[src/rtl/imem_pkg.sv]
// Shared constants and FSM state type for the instruction-memory boot loader.
package imem_pkg;

  localparam int ADDR_W  = 16;
  localparam int INSTR_W = 17;
  localparam int DEPTH   = 8192;

  typedef enum logic [2:0] {
    S_IDLE,
    S_LEN_LO,
    S_LEN_HI,
    S_B0,
    S_B1,
    S_B2,
    S_DONE,
    S_ERR
  } boot_state_t;

endpackage

[src/rtl/imem_boot_ctrl_byte_timeout.sv]
// Idle-cycle counter between received bytes; flags the TIMEOUT-th idle cycle.
module byte_timeout #(
  parameter int TIMEOUT = 1_000_000
) (
  input  logic clk,
  input  logic rst,
  input  logic i_active,
  input  logic i_byte,
  output logic o_expired
);

  localparam int CNT_W = $clog2(TIMEOUT + 1);
  localparam logic [CNT_W-1:0] LIMIT = CNT_W'(TIMEOUT - 1);

  logic [CNT_W-1:0] r_idle;

  // r_idle holds the number of idle cycles already elapsed
  assign o_expired = i_active & ~i_byte & (r_idle == LIMIT);

  always_ff @(posedge clk or posedge rst) begin
    if (rst) begin
      r_idle <= '0;
    end else if (!i_active || i_byte) begin
      r_idle <= '0;
    end else if (!o_expired) begin
      r_idle <= r_idle + 1'b1;
    end
  end

endmodule

[src/rtl/imem_boot_ctrl.sv]
// Boot loader: assembles a UART byte stream into 17-bit words, writes them to
// instruction memory from address 0, and holds the CPU in reset meanwhile.
module imem_boot_ctrl
  import imem_pkg::*;
#(
  parameter int ADDR_W  = imem_pkg::ADDR_W,
  parameter int INSTR_W = imem_pkg::INSTR_W,
  parameter int DEPTH   = imem_pkg::DEPTH,
  parameter int TIMEOUT = 1_000_000
) (
  input  logic               clk,
  input  logic               rst,
  input  logic               load_req,
  input  logic               rx_rdy,
  input  logic [7:0]         rx_data,
  input  logic               cpu_rd_en,
  output logic               im_rd_en,
  output logic               im_we,
  output logic [ADDR_W-1:0]  im_waddr,
  output logic [INSTR_W-1:0] im_wdata,
  output logic               cpu_rst,
  output logic               busy,
  output logic               load_done,
  output logic               load_err
);

  boot_state_t        r_state, w_next;
  logic [15:0]        r_len;
  logic [ADDR_W-1:0]  r_wcnt;
  logic [7:0]         r_b0, r_b1;
  logic               r_im_we;
  logic [ADDR_W-1:0]  r_waddr;
  logic [INSTR_W-1:0] r_wdata;
  logic               r_load_err;
  logic               w_active, w_expired, w_last, w_load_done;
  logic [15:0]        w_len;

  assign w_active = (r_state == S_LEN_LO) || (r_state == S_LEN_HI) || (r_state == S_B0) ||
                    (r_state == S_B1) || (r_state == S_B2);
  assign w_len    = {rx_data, r_len[7:0]};
  assign w_last   = (r_wcnt + 1'b1) == ADDR_W'(r_len);

  byte_timeout #(.TIMEOUT(TIMEOUT)) u_timeout (
    .clk       (clk),
    .rst       (rst),
    .i_active  (w_active),
    .i_byte    (rx_rdy),
    .o_expired (w_expired)
  );

  always_comb begin
    w_next      = r_state;
    w_load_done = 1'b0;
    case (r_state)
      S_IDLE:   if (load_req) w_next = S_LEN_LO;
      S_LEN_LO: if (w_expired) w_next = S_ERR; else if (rx_rdy) w_next = S_LEN_HI;
      S_LEN_HI: begin
        if (w_expired) w_next = S_ERR;
        else if (rx_rdy) begin
          if (w_len == 16'd0)              w_next = S_DONE;
          else if (w_len > 16'(DEPTH))     w_next = S_ERR;
          else                             w_next = S_B0;
        end
      end
      S_B0:     if (w_expired) w_next = S_ERR; else if (rx_rdy) w_next = S_B1;
      S_B1:     if (w_expired) w_next = S_ERR; else if (rx_rdy) w_next = S_B2;
      S_B2:     if (w_expired) w_next = S_ERR; else if (rx_rdy) w_next = w_last ? S_DONE : S_B0;
      // Wait out the final write strobe so load_done never overlaps it
      S_DONE: begin
        if (!r_im_we) begin
          w_load_done = 1'b1;
          w_next      = S_IDLE;
        end
      end
      S_ERR:    w_next = S_IDLE;
      default:  w_next = S_IDLE;
    endcase
  end

  always_ff @(posedge clk or posedge rst) begin
    if (rst) begin
      r_state    <= S_IDLE;
      r_len      <= '0;
      r_wcnt     <= '0;
      r_b0       <= '0;
      r_b1       <= '0;
      r_im_we    <= 1'b0;
      r_waddr    <= '0;
      r_wdata    <= '0;
      r_load_err <= 1'b0;
    end else begin
      r_state <= w_next;
      r_im_we <= 1'b0;
      case (r_state)
        S_IDLE: begin
          r_wcnt <= '0;
          if (load_req) r_load_err <= 1'b0;
        end
        S_LEN_LO: if (rx_rdy) r_len[7:0]  <= rx_data;
        S_LEN_HI: if (rx_rdy) r_len[15:8] <= rx_data;
        S_B0:     if (rx_rdy) r_b0 <= rx_data;
        S_B1:     if (rx_rdy) r_b1 <= rx_data;
        S_B2: begin
          if (rx_rdy) begin
            r_im_we <= 1'b1;
            r_waddr <= r_wcnt;
            r_wdata <= INSTR_W'({rx_data, r_b1, r_b0});
            r_wcnt  <= r_wcnt + 1'b1;
          end
        end
        S_ERR:    r_load_err <= 1'b1;
        default:  ;
      endcase
    end
  end

  assign busy      = (r_state != S_IDLE);
  assign cpu_rst   = busy;
  assign im_rd_en  = cpu_rd_en & ~busy;
  assign im_we     = r_im_we;
  assign im_waddr  = r_waddr;
  assign im_wdata  = r_wdata;
  assign load_done = w_load_done;
  assign load_err  = r_load_err;

endmodule

[config.mk]
export PLATFORM = sky130hd
export DESIGN_NAME = imem_boot_ctrl
export DESIGN_NICKNAME = d
export VERILOG_FILES = /design/src/rtl/imem_pkg.sv /design/src/rtl/imem_boot_ctrl_byte_timeout.sv /design/src/rtl/imem_boot_ctrl.sv
export SDC_FILE = /design/constraint.sdc
export NUM_CORES = 1
export LEC_CHECK = 0
export BUFFER_PORTS_ARGS = -buffer_cell sky130_fd_sc_hd__clkbuf_2
export CORE_MARGIN = 1.5
export CORE_UTILIZATION = 48
export DETAILED_ROUTE_END_ITERATION = 7
export GPL_ROUTABILITY_DRIVEN = 1
export PLACE_DENSITY = 0.73
export REMOVE_ABC_BUFFERS = 1
export SYNTH_ARGS = -nofsm -noshare
export SYNTH_HDL_FRONTEND = slang
export SYNTH_SLANG_ARGS = --single-unit
[constraint.sdc]
create_clock -name clk -period 5.3 [get_ports clk]
set_clock_uncertainty 0.15 [all_clocks]
set_input_delay 0.795 -clock clk [delete_from_list [all_inputs] [get_ports clk]]
set_output_delay 0.795 -clock clk [all_outputs]
set_load 0.02 [all_outputs]
# Word-level counts from Yosys, hierarchy flattened
# Cells that the tools add are included.
# Widths: inputs -> output; s select.
[op_classes]
n_addsub = 2
multipliers = 0
n_div = 0
magnitude_cmp = 1
n_eq_ne = 18
n_shift = 0
mux = 26
bitwise_logic = 5
n_reduce_logical = 19
[ops]
columns = ["operator", "n"]
rows = [
  ["$mux 3", 15],
  ["$mux 20", 2],
  ["$pmux 16 s2", 1],
  ["$pmux 3 s8", 1],
  ["$add 20x1->20 const B", 1],
  ["$eq 20x20->1 const B", 1],
  ["$add 16x1->16 const B", 1],
  ["$eq 16x16->1", 1],
  ["$gt 16x14->1 const B", 1],
  ["$logic_not 16->1", 1],
  ["$mux 16", 1],
  ["$ne 3x2->1 const B", 5],
  ["$reduce_and 2->1", 7],
  ["$eq 3x3->1 const B", 4],
  ["$ne 2x2->1 const B", 4],
  ["$reduce_and 7->1", 1],
  ["$eq 3x2->1 const B", 2],
  ["$logic_or 1x1->1", 5],
  ["$mux 1", 5],
  ["$reduce_bool 2->1", 2],
  ["$and 1x1->1", 3],
  ["$eq 3x1->1 const B", 1],
  ["$logic_not 3->1", 1],
  ["$reduce_bool 3->1", 1],
  ["other kinds (3)", 4],
]
[word_totals]
regBits = 106
latch_bits = 0
ramBits = 0
mem_bits_ro = 0
word_cells = 82
mem_count = 0

# Longest topological paths before layout
# Gate-level depths: netlist (run 1).
[depth]
depth_word = 9
depth_mapped = 8
mapped_depth_nobuf = 7

# Cells and area by module
# A second synthesis (run 1) with hierarchy kept.
[unflattened]
hier_cells = 555
hier_area_um2 = 5267.6
[by_module_without_submodules]
columns = ["mod", "instances", "cells_per_inst", "area_each_um2", "seq_area_each_um2"]
rows = [
  ["imem_boot_ctrl", 1, 445, 4221.5, 2152.1],
  ["byte_timeout", 1, 110, 1046.0, 500.5],
]

# Worst setup path after synthesis (run 1)
# Ideal clock, no wire load.
[synth_timing]
path_kind = "reg2reg"
start = "register r_wcnt[1]"
end = "register r_state[2]"
arrival_ps = 2376
required_ps = 5084
setup_slack_ps = 2708
stages_incl_launch_ff = 9
n_path_buf = 1
period_less_slack_ps = 2592
cell_sequence = "dfrtp_1 ha_1 and3_4 buf_6 maj3_2 o32a_1 or4_1 nor4_2 a31o_1"
[synth_between]
elab_chain_cells = 6
[synth_lines]
columns = ["element", "line", "text"]
rows = [
  ["start, declared", "imem_boot_ctrl.sv:29", "logic [ADDR_W-1:0] r_wcnt;"],
  ["start signal, assigned", "imem_boot_ctrl.sv:108", "r_wcnt <= r_wcnt + 1'b1;"],
  ["$add 16x1->16", "imem_boot_ctrl.sv:41", "assign w_last = (r_wcnt + 1'b1) == ADDR_W'(r_len);"],
  ["$eq 16x16->1", "imem_boot_ctrl.sv:41", ""],
  ["$mux 3 (3 in series)", "imem_boot_ctrl.sv:67", "S_B2: if (w_expired) w_next = S_ERR; else if (rx_rdy) w_next = w_last ? S_DONE : S_B0;"],
  ["$pmux 3 s8", "imem_boot_ctrl.sv:54", "case (r_state)"],
  ["end signal, assigned", "imem_boot_ctrl.sv:92", "r_state <= w_next;"],
  ["end, declared", "imem_boot_ctrl.sv:27", "boot_state_t r_state, w_next;"],
]
# No other way between the ends. The select of a mux whose other input is x is not followed.
# A chain may end at the register's enable or synchronous reset.

# Worst setup path in the final report (run 1)
[layout_timing]
start = "register r_state[2]"
end = "register r_state[2]"
[layout_between]
elab_chain_cells = 9
elab_cells_between_ends = 28
[layout_lines]
columns = ["element", "line", "text"]
rows = [
  ["$eq 3x1->1 / $eq 3x2->1 (equally long branches)", "imem_boot_ctrl.sv:38, imem_boot_ctrl.sv:54", ""],
  ["$logic_or 1x1->1 (3 in series)", "imem_boot_ctrl.sv:38", "assign w_active = (r_state == S_LEN_LO) || (r_state == S_LEN_HI) || (r_state == S_B0) ||"],
  ["$logic_or 1x1->1", "imem_boot_ctrl.sv:39", "(r_state == S_B1) || (r_state == S_B2);"],
  ["$and 1x1->1 (2 in series)", "imem_boot_ctrl_byte_timeout.sv:18", "assign o_expired = i_active & ~i_byte & (r_idle == LIMIT);"],
  ["$ne 3x2->1 (no line), or another cell as far along", "--", ""],
  ["$reduce_and 7->1 (no line) / $pmux 3 s8 (equally long branches)", "--", ""],
]
# Parallel ways exist; a longest one is shown, timed or not.

==> results of run 1 <==
[critical path, delay by kind of cell (launching register included)]
kind / cells / cell delay, ns
flops: 1 / 0.56
buf+inv: 1 / 0.13
compound gates: 2 / 0.37
simple gates: 4 / 1.82
[final timing paths]
path	depth (start not counted)	startpoint	end	slack [ns]
hold / removal	2	r_b0[0]$_DFFE_PP0P_	im_wdata[0]$_DFFE_PP0P_	0.33
min in group asynchronous	2	rst	load_err$_DFFE_PP0P_	0.41
max in group asynchronous	3	rst	im_waddr[8]$_DFFE_PP0P_	3.53
setup / recovery	7	r_state[2]$_DFFE_PP0P_	r_state[2]$_DFFE_PP0P_	2.22
hold reg to reg	2	r_b0[0]$_DFFE_PP0P_	im_wdata[0]$_DFFE_PP0P_	0.33
setup reg to reg	7	r_state[2]$_DFFE_PP0P_	r_state[2]$_DFFE_PP0P_	2.22
[power by group through the flow]
stage	sequential, mW	clock [mW]	combinational [mW]
floorplan	1.29	0	0.530
global placement	1.23	0	0.817
detailed placement	1.25	0	0.850
CTS	1.23	0.654	0.855
global route	1.27	0.691	0.941
finish	1.23	0.643	0.849
[routing by layer]
metal	up-vias	track usage	wire length [µm]
met3	15	0.0401	479
met5	-	0	0
met1	2016	0.297	5190
met2	97	0.351	5690
met4	0	0.0581	153
li1	1920	-	-
[cell families (layout without fill, tap and decap cells)]
logic type,count (synthesis),after routing,share of synthesized area
simple gates,251,251,0.227
flops,106,106,0.513
compound gates,69,69,0.0823
buf+inv,42,80,0.0353
xor+xnor,39,39,0.0661
mux,32,32,0.0694
fa+ha+maj,3,3,0.00702
[final cells by class]
type | count | area share
clock buffers | 9 | 0.0215
clock inverters | 7 | 0.0261
inverters | 10 | 0.00696
multi-input cells | 394 | 0.407
flip-flops and latches | 106 | 0.461
well taps | 136 | 0.0296
repair buffers | 54 | 0.0483
[stage by stage]
stage | utilization | std cells
floorplan | - | 510
global placement | 0.529 | 700
detailed placement | 0.529 | 700
CTS | 0.555 | 716
global route | 0.555 | 716
finish | 0.555 | 716
[Yosys cell counts (3+ instances only)]
cell	count
clkbuf_1	22
inv_1	10
o22ai_1	3
xnor2_1	21
o41ai_1	4
nand3_1	18
o31ai_1	5
and2_1	5
a21oi_1	12
nor2_1	46
nor4b_1	3
nor3_1	8
a31oi_1	3
mux2_2	31
nor4_1	6
buf_2	5
o21ai_0	30
nand2_1	122
nor2b_1	5
xor2_1	18
and4_1	6
and3_1	3
nand4_1	11
dfrtp_1	106
or3_1	5
[flip-flops by register name, indices dropped and copies added (netlist names)]
register and cells:
u_timeout.r_idle 20, im_wdata 17, im_waddr 16, r_len 16, r_wcnt 16, r_b0 8
r_b1 8, r_state 3, im_we 1, load_err 1
==> reports/qor.csv, run 1 <==
metric,value,unit
core box area,0.0104,mm²
synth warn,0,
pin count of the biggest net entering global routing,66,
Multi-input gate area,0.00234,mm²
placed cell area,0.00548,mm²
unrepaired setup endpoints after global routing,no,
max_cap viols,0,
fin nets,590,
DRC,0,
Ant. Diodes,0,
Main synth FF type,dfrtp_1,
area added between synthesis and finish,11.3,%
routed len/inst,16.1,µm
Crit. End Element,register,
critical path class,reg -> reg,
arrival time at the worst endpoint,3.25,ns
Total GRT Usage,0.216,
Netlist cell types,50,
most frequent cells in the layout,"122 x nand2_1, 106 x dfrtp_1, 51 x clkbuf_2",
Area contributors post-synth,"dfrtp_1 51%, nand2_1 8.9%, mux2_2 6.8%",
H-tree levels,3,
Worst-path clk slew,0.11,ns
CP required,5.47,ns
Sw Pwr,1.01,mW
sw frac,0.369,
antenna-violating nets left,0,
Reg area,0.00265,mm²
sequential share of power,0.453,
clock sink total,106,
proportion of power drawn by the clock network,0.236,
CTS tree,yes,
Final Max Tran Viols,0,
Lkg Pwr,2.64,nW
Post-synth EDFFs,0,
fmax,324,MHz
GP Congestion,0.833,
first-pass GRT wire length,19600,µm
setup TNS,0,ns
I/O Buffers,51,
"worst slack, placed",2.27,ns
crit path max fanout,21,
"Setup Fix Bufs, Post-CTS",0,
layout cells sized above 1,0.186,
worst skew pair latency,0.38,ns
sequential fraction of the synthesis area,0.513,
hold_ws,0.329,ns
drt first pass iters,7,
Power Total,2.73,mW
Power Dens Cells,474,mW/mm²
peak supply drop,0.000314,V
via count,4048,
initial antenna violation count,0,
Filler cells,938,
TritonCTS buffer count,9,
slowest CP cell,nand3b_1,
Synth async-reset ratio,1.00,
"Gates resized, CTS repair",0,
Worst-Margin Slew,1.25,ns
Post-Syn Area,0.00517,mm²
Post-DP HPWL,7790,µm
Initial Util,0.499,
final hold viol count,0,
Seq cells post-synth,106,
"most common cell after layout, fill and taps aside",nand2_1,
Final Cell Area,0.00576,mm²
Comb pwr share,0.311,
CTS max path bufs,2,
biggest area consumer among synthesized cells,dfrtp_1,
Yosys top cell area share,0.513,
Via-to-Cell Ratio,5.65,
Die X,107,µm
root buf cell,clkbuf_8,
CP Cell Sequence,nor3_1 -> inv_1 -> nand3b_1 -> a21oi_1 -> or4_1 -> nor4_2 -> a31o_1,
Cells after Synth,542,
Die Area,0.0114,mm²
Power Internal,1.72,mW
startpoint class of the critical path,register,
gr ovfl total,0,
post-layout minimum cycle time,3.08,ns
PnR worst setup slack,2.22,ns
Final Setup Violations,0,
row cnt,37,
Max-slew headroom,0.162,
DIE HEIGHT,107,µm
outcome,"complete, no violations",
fin crit share,0.582,
# IOs,52,
HP Class,reg -> reg,
Starting DRT DRC Count,304,
"Largest stage delay, worst path",0.63,ns
Mean Syn Cell Area,9.54,µm²
WL final,11500,µm
vias in the first global route,3967,
CTS Hold Buffers Added,0,
Power figures use the tool's default switching activity.
==> run 2, diff against run 1 <==
- clock period: 5.3 -> 3.1 ns (I/O delays scaled with it)
==> reports/qor.csv, run 2 (synthesis gave the netlist of run 1 again) <==
metric,value,unit,change
R2R Path Start,r_wcnt[0]$_DFFE_PP0P_,,
unrepaired setup endpoints after global routing,no,,
via count,3992,,-1.4%
I/O Buffers,51,,unchanged
Die Area,0.0114,mm²,unchanged
peak supply drop,0.000526,V,+67%
Worst-path clk slew,0.11,ns,about the same
HP Class,in -> reg,,
# IOs,52,,unchanged
Post-DP HPWL,7650,µm,-1.8%
post-layout minimum cycle time,2.81,ns,-0.273 ns
DIE HEIGHT,107,µm,unchanged
startpoint class of the critical path,register,,
fin crit share,0.907,,+0.325
Die X,107,µm,unchanged
fmax,356,MHz,+9.7%
outcome,"complete, no violations",,
"Setup Fix Bufs, Post-CTS",0,,unchanged
arrival time at the worst endpoint,2.93,ns,-0.32 ns
Power Dens Cells,776,mW/mm²,+64%
Crit. End Element,register,,
Lkg Pwr,2.63,nW,-0.56%
worst r2r path cells,7,,unchanged
DP Cell Count,703,,+0.43%
initial antenna violation count,0,,unchanged
Via-to-Cell Ratio,5.54,,-1.9%
Power Total,4.43,mW,+63%
Final Max Tran Viols,0,,unchanged
routed len/inst,15.8,µm,-2.1%
non-filler instance count after layout,720,,+0.56%
Min-Delay Startpoint,rx_data[0],,
antenna-violating nets left,0,,unchanged
TritonCTS buffer count,9,,unchanged
Initial Util,0.499,,unchanged
CP required,3.22,ns,-2.25 ns
critical path class,reg -> reg,,
GP Congestion,0.855,,+2.6%
WL final,11300,µm,-1.5%
layout cells sized above 1,0.188,,+0.00215
hold_ws,0.189,ns,-0.140 ns
final core occ,0.551,,-0.00422
Reg2Reg Setup Slack,0.29,ns,-1.93 ns
row cnt,37,,unchanged
Starting DRT DRC Count,236,,-22%
R2R Path End,r_state[0]$_DFFE_PP0P_,,
max_cap viols,0,,unchanged
worst skew pair latency,0.39,ns,about the same
CTS max path bufs,2,,unchanged
Hold Crit Depth,3,,+1
Largest Register,u_timeout.r_idle,,
root buf cell,clkbuf_8,,
core box area,0.0104,mm²,unchanged
Total GRT Usage,0.215,,-0.000855
Worst Hold Path EP,im_wdata[16]$_DFFE_PP0P_,,
gr ovfl total,0,,unchanged
Max-slew headroom,0.343,,+0.181
DRC,0,,unchanged
CTS tree,yes,,
drt first pass iters,5,,-2
pin count of the biggest net entering global routing,70,,+6.1%
first-pass GRT wire length,19300,µm,-1.6%
final hold viol count,0,,unchanged
Worst-Margin Slew,0.982,ns,-0.273 ns
H-tree levels,3,,unchanged
Ant. Diodes,0,,unchanged
setup TNS,0,ns,unchanged
max FFs per register,20,,unchanged
area added between synthesis and finish,10.5,%,
vias in the first global route,3938,,-0.73%
clock sink total,106,,unchanged
"most common cell after layout, fill and taps aside",nand2_1,,
most frequent cells in the layout,"122 x nand2_1, 106 x dfrtp_1, 51 x clkbuf_2",,
crit path max fanout,9,,-57%
Final Setup Violations,0,,unchanged
fin nets,594,,+0.68%
-- run 2: report_power, final --
group / leakage, nW / total, mW / internal (mW) / switching [mW]
Clock: 0.0949 / 0.836 / 0.327 / 0.509
Combinational: 1.14 / 1.47 / 0.630 / 0.838
Sequential: 1.39 / 2.13 / 1.77 / 0.361
-- run 2: through the flow --
stage	setup WS, ns	cell area, µm²
after floorplan	-0.708	5030
after global placement	0.404	5520
after detailed placement	0.319	5520
after CTS	0.291	5710
after global routing	0.168	5710
final	0.289	5710
-- run 2: worst max-delay path by stage --
stage                           start  slack [ns]  cells past startpoint                      to
2_1_floorplan  r_state[2]$_DFFE_PP0P_       -0.71                      6  r_wcnt[15]$_DFFE_PP0P_
4_1_cts         r_wcnt[0]$_DFFE_PP0P_        0.29                      7  r_state[0]$_DFFE_PP0P_
3_5_place_dp    r_wcnt[0]$_DFFE_PP0P_        0.32                      7  r_state[2]$_DFFE_PP0P_
6_report        r_wcnt[0]$_DFFE_PP0P_        0.29                      7  r_state[0]$_DFFE_PP0P_
5_1_grt         r_wcnt[0]$_DFFE_PP0P_        0.17                      7  r_state[0]$_DFFE_PP0P_
3_3_place_gp    r_wcnt[0]$_DFFE_PP0P_        0.40                      7  r_state[2]$_DFFE_PP0P_
-- run 2: repair_timing --
| item | CTS | global route |
|---|---|---|
| hold buffers | 1 | 0 |
| resized for setup | 0 | 0 |
| setup endpoints to repair | 0 | 0 |
| hold endpoints to repair | 37 | 0 |
-- run 2: worst max-delay path: stages (launching register included) --
cell and delay [ns]:
dfrtp_1 0.50, ha_1 0.31, and3_4 0.24, maj3_2 0.30, o32a_1 0.17, or4_1 0.54, nor4_2 0.35, a21oi_1 0.12
-- run 2: area by class of cell --
type                    instances  area [µm²]
clock buffers                  11         141
repair buffers                 58         323
well taps                     136         170
flip-flops and latches        106        2650
inverters                      10        40.0
fillers                       971        4660
clock inverters                 5        43.8
multi-input cells             394        2340
-- run 2: layer usage --
metal,vias up,global-route usage,part of all wire
met5,-,0,0
met4,0,0.0781,0.017
met3,13,0.0444,0.047
met2,109,0.352,0.50
met1,1939,0.282,0.44
li1,1931,-,-
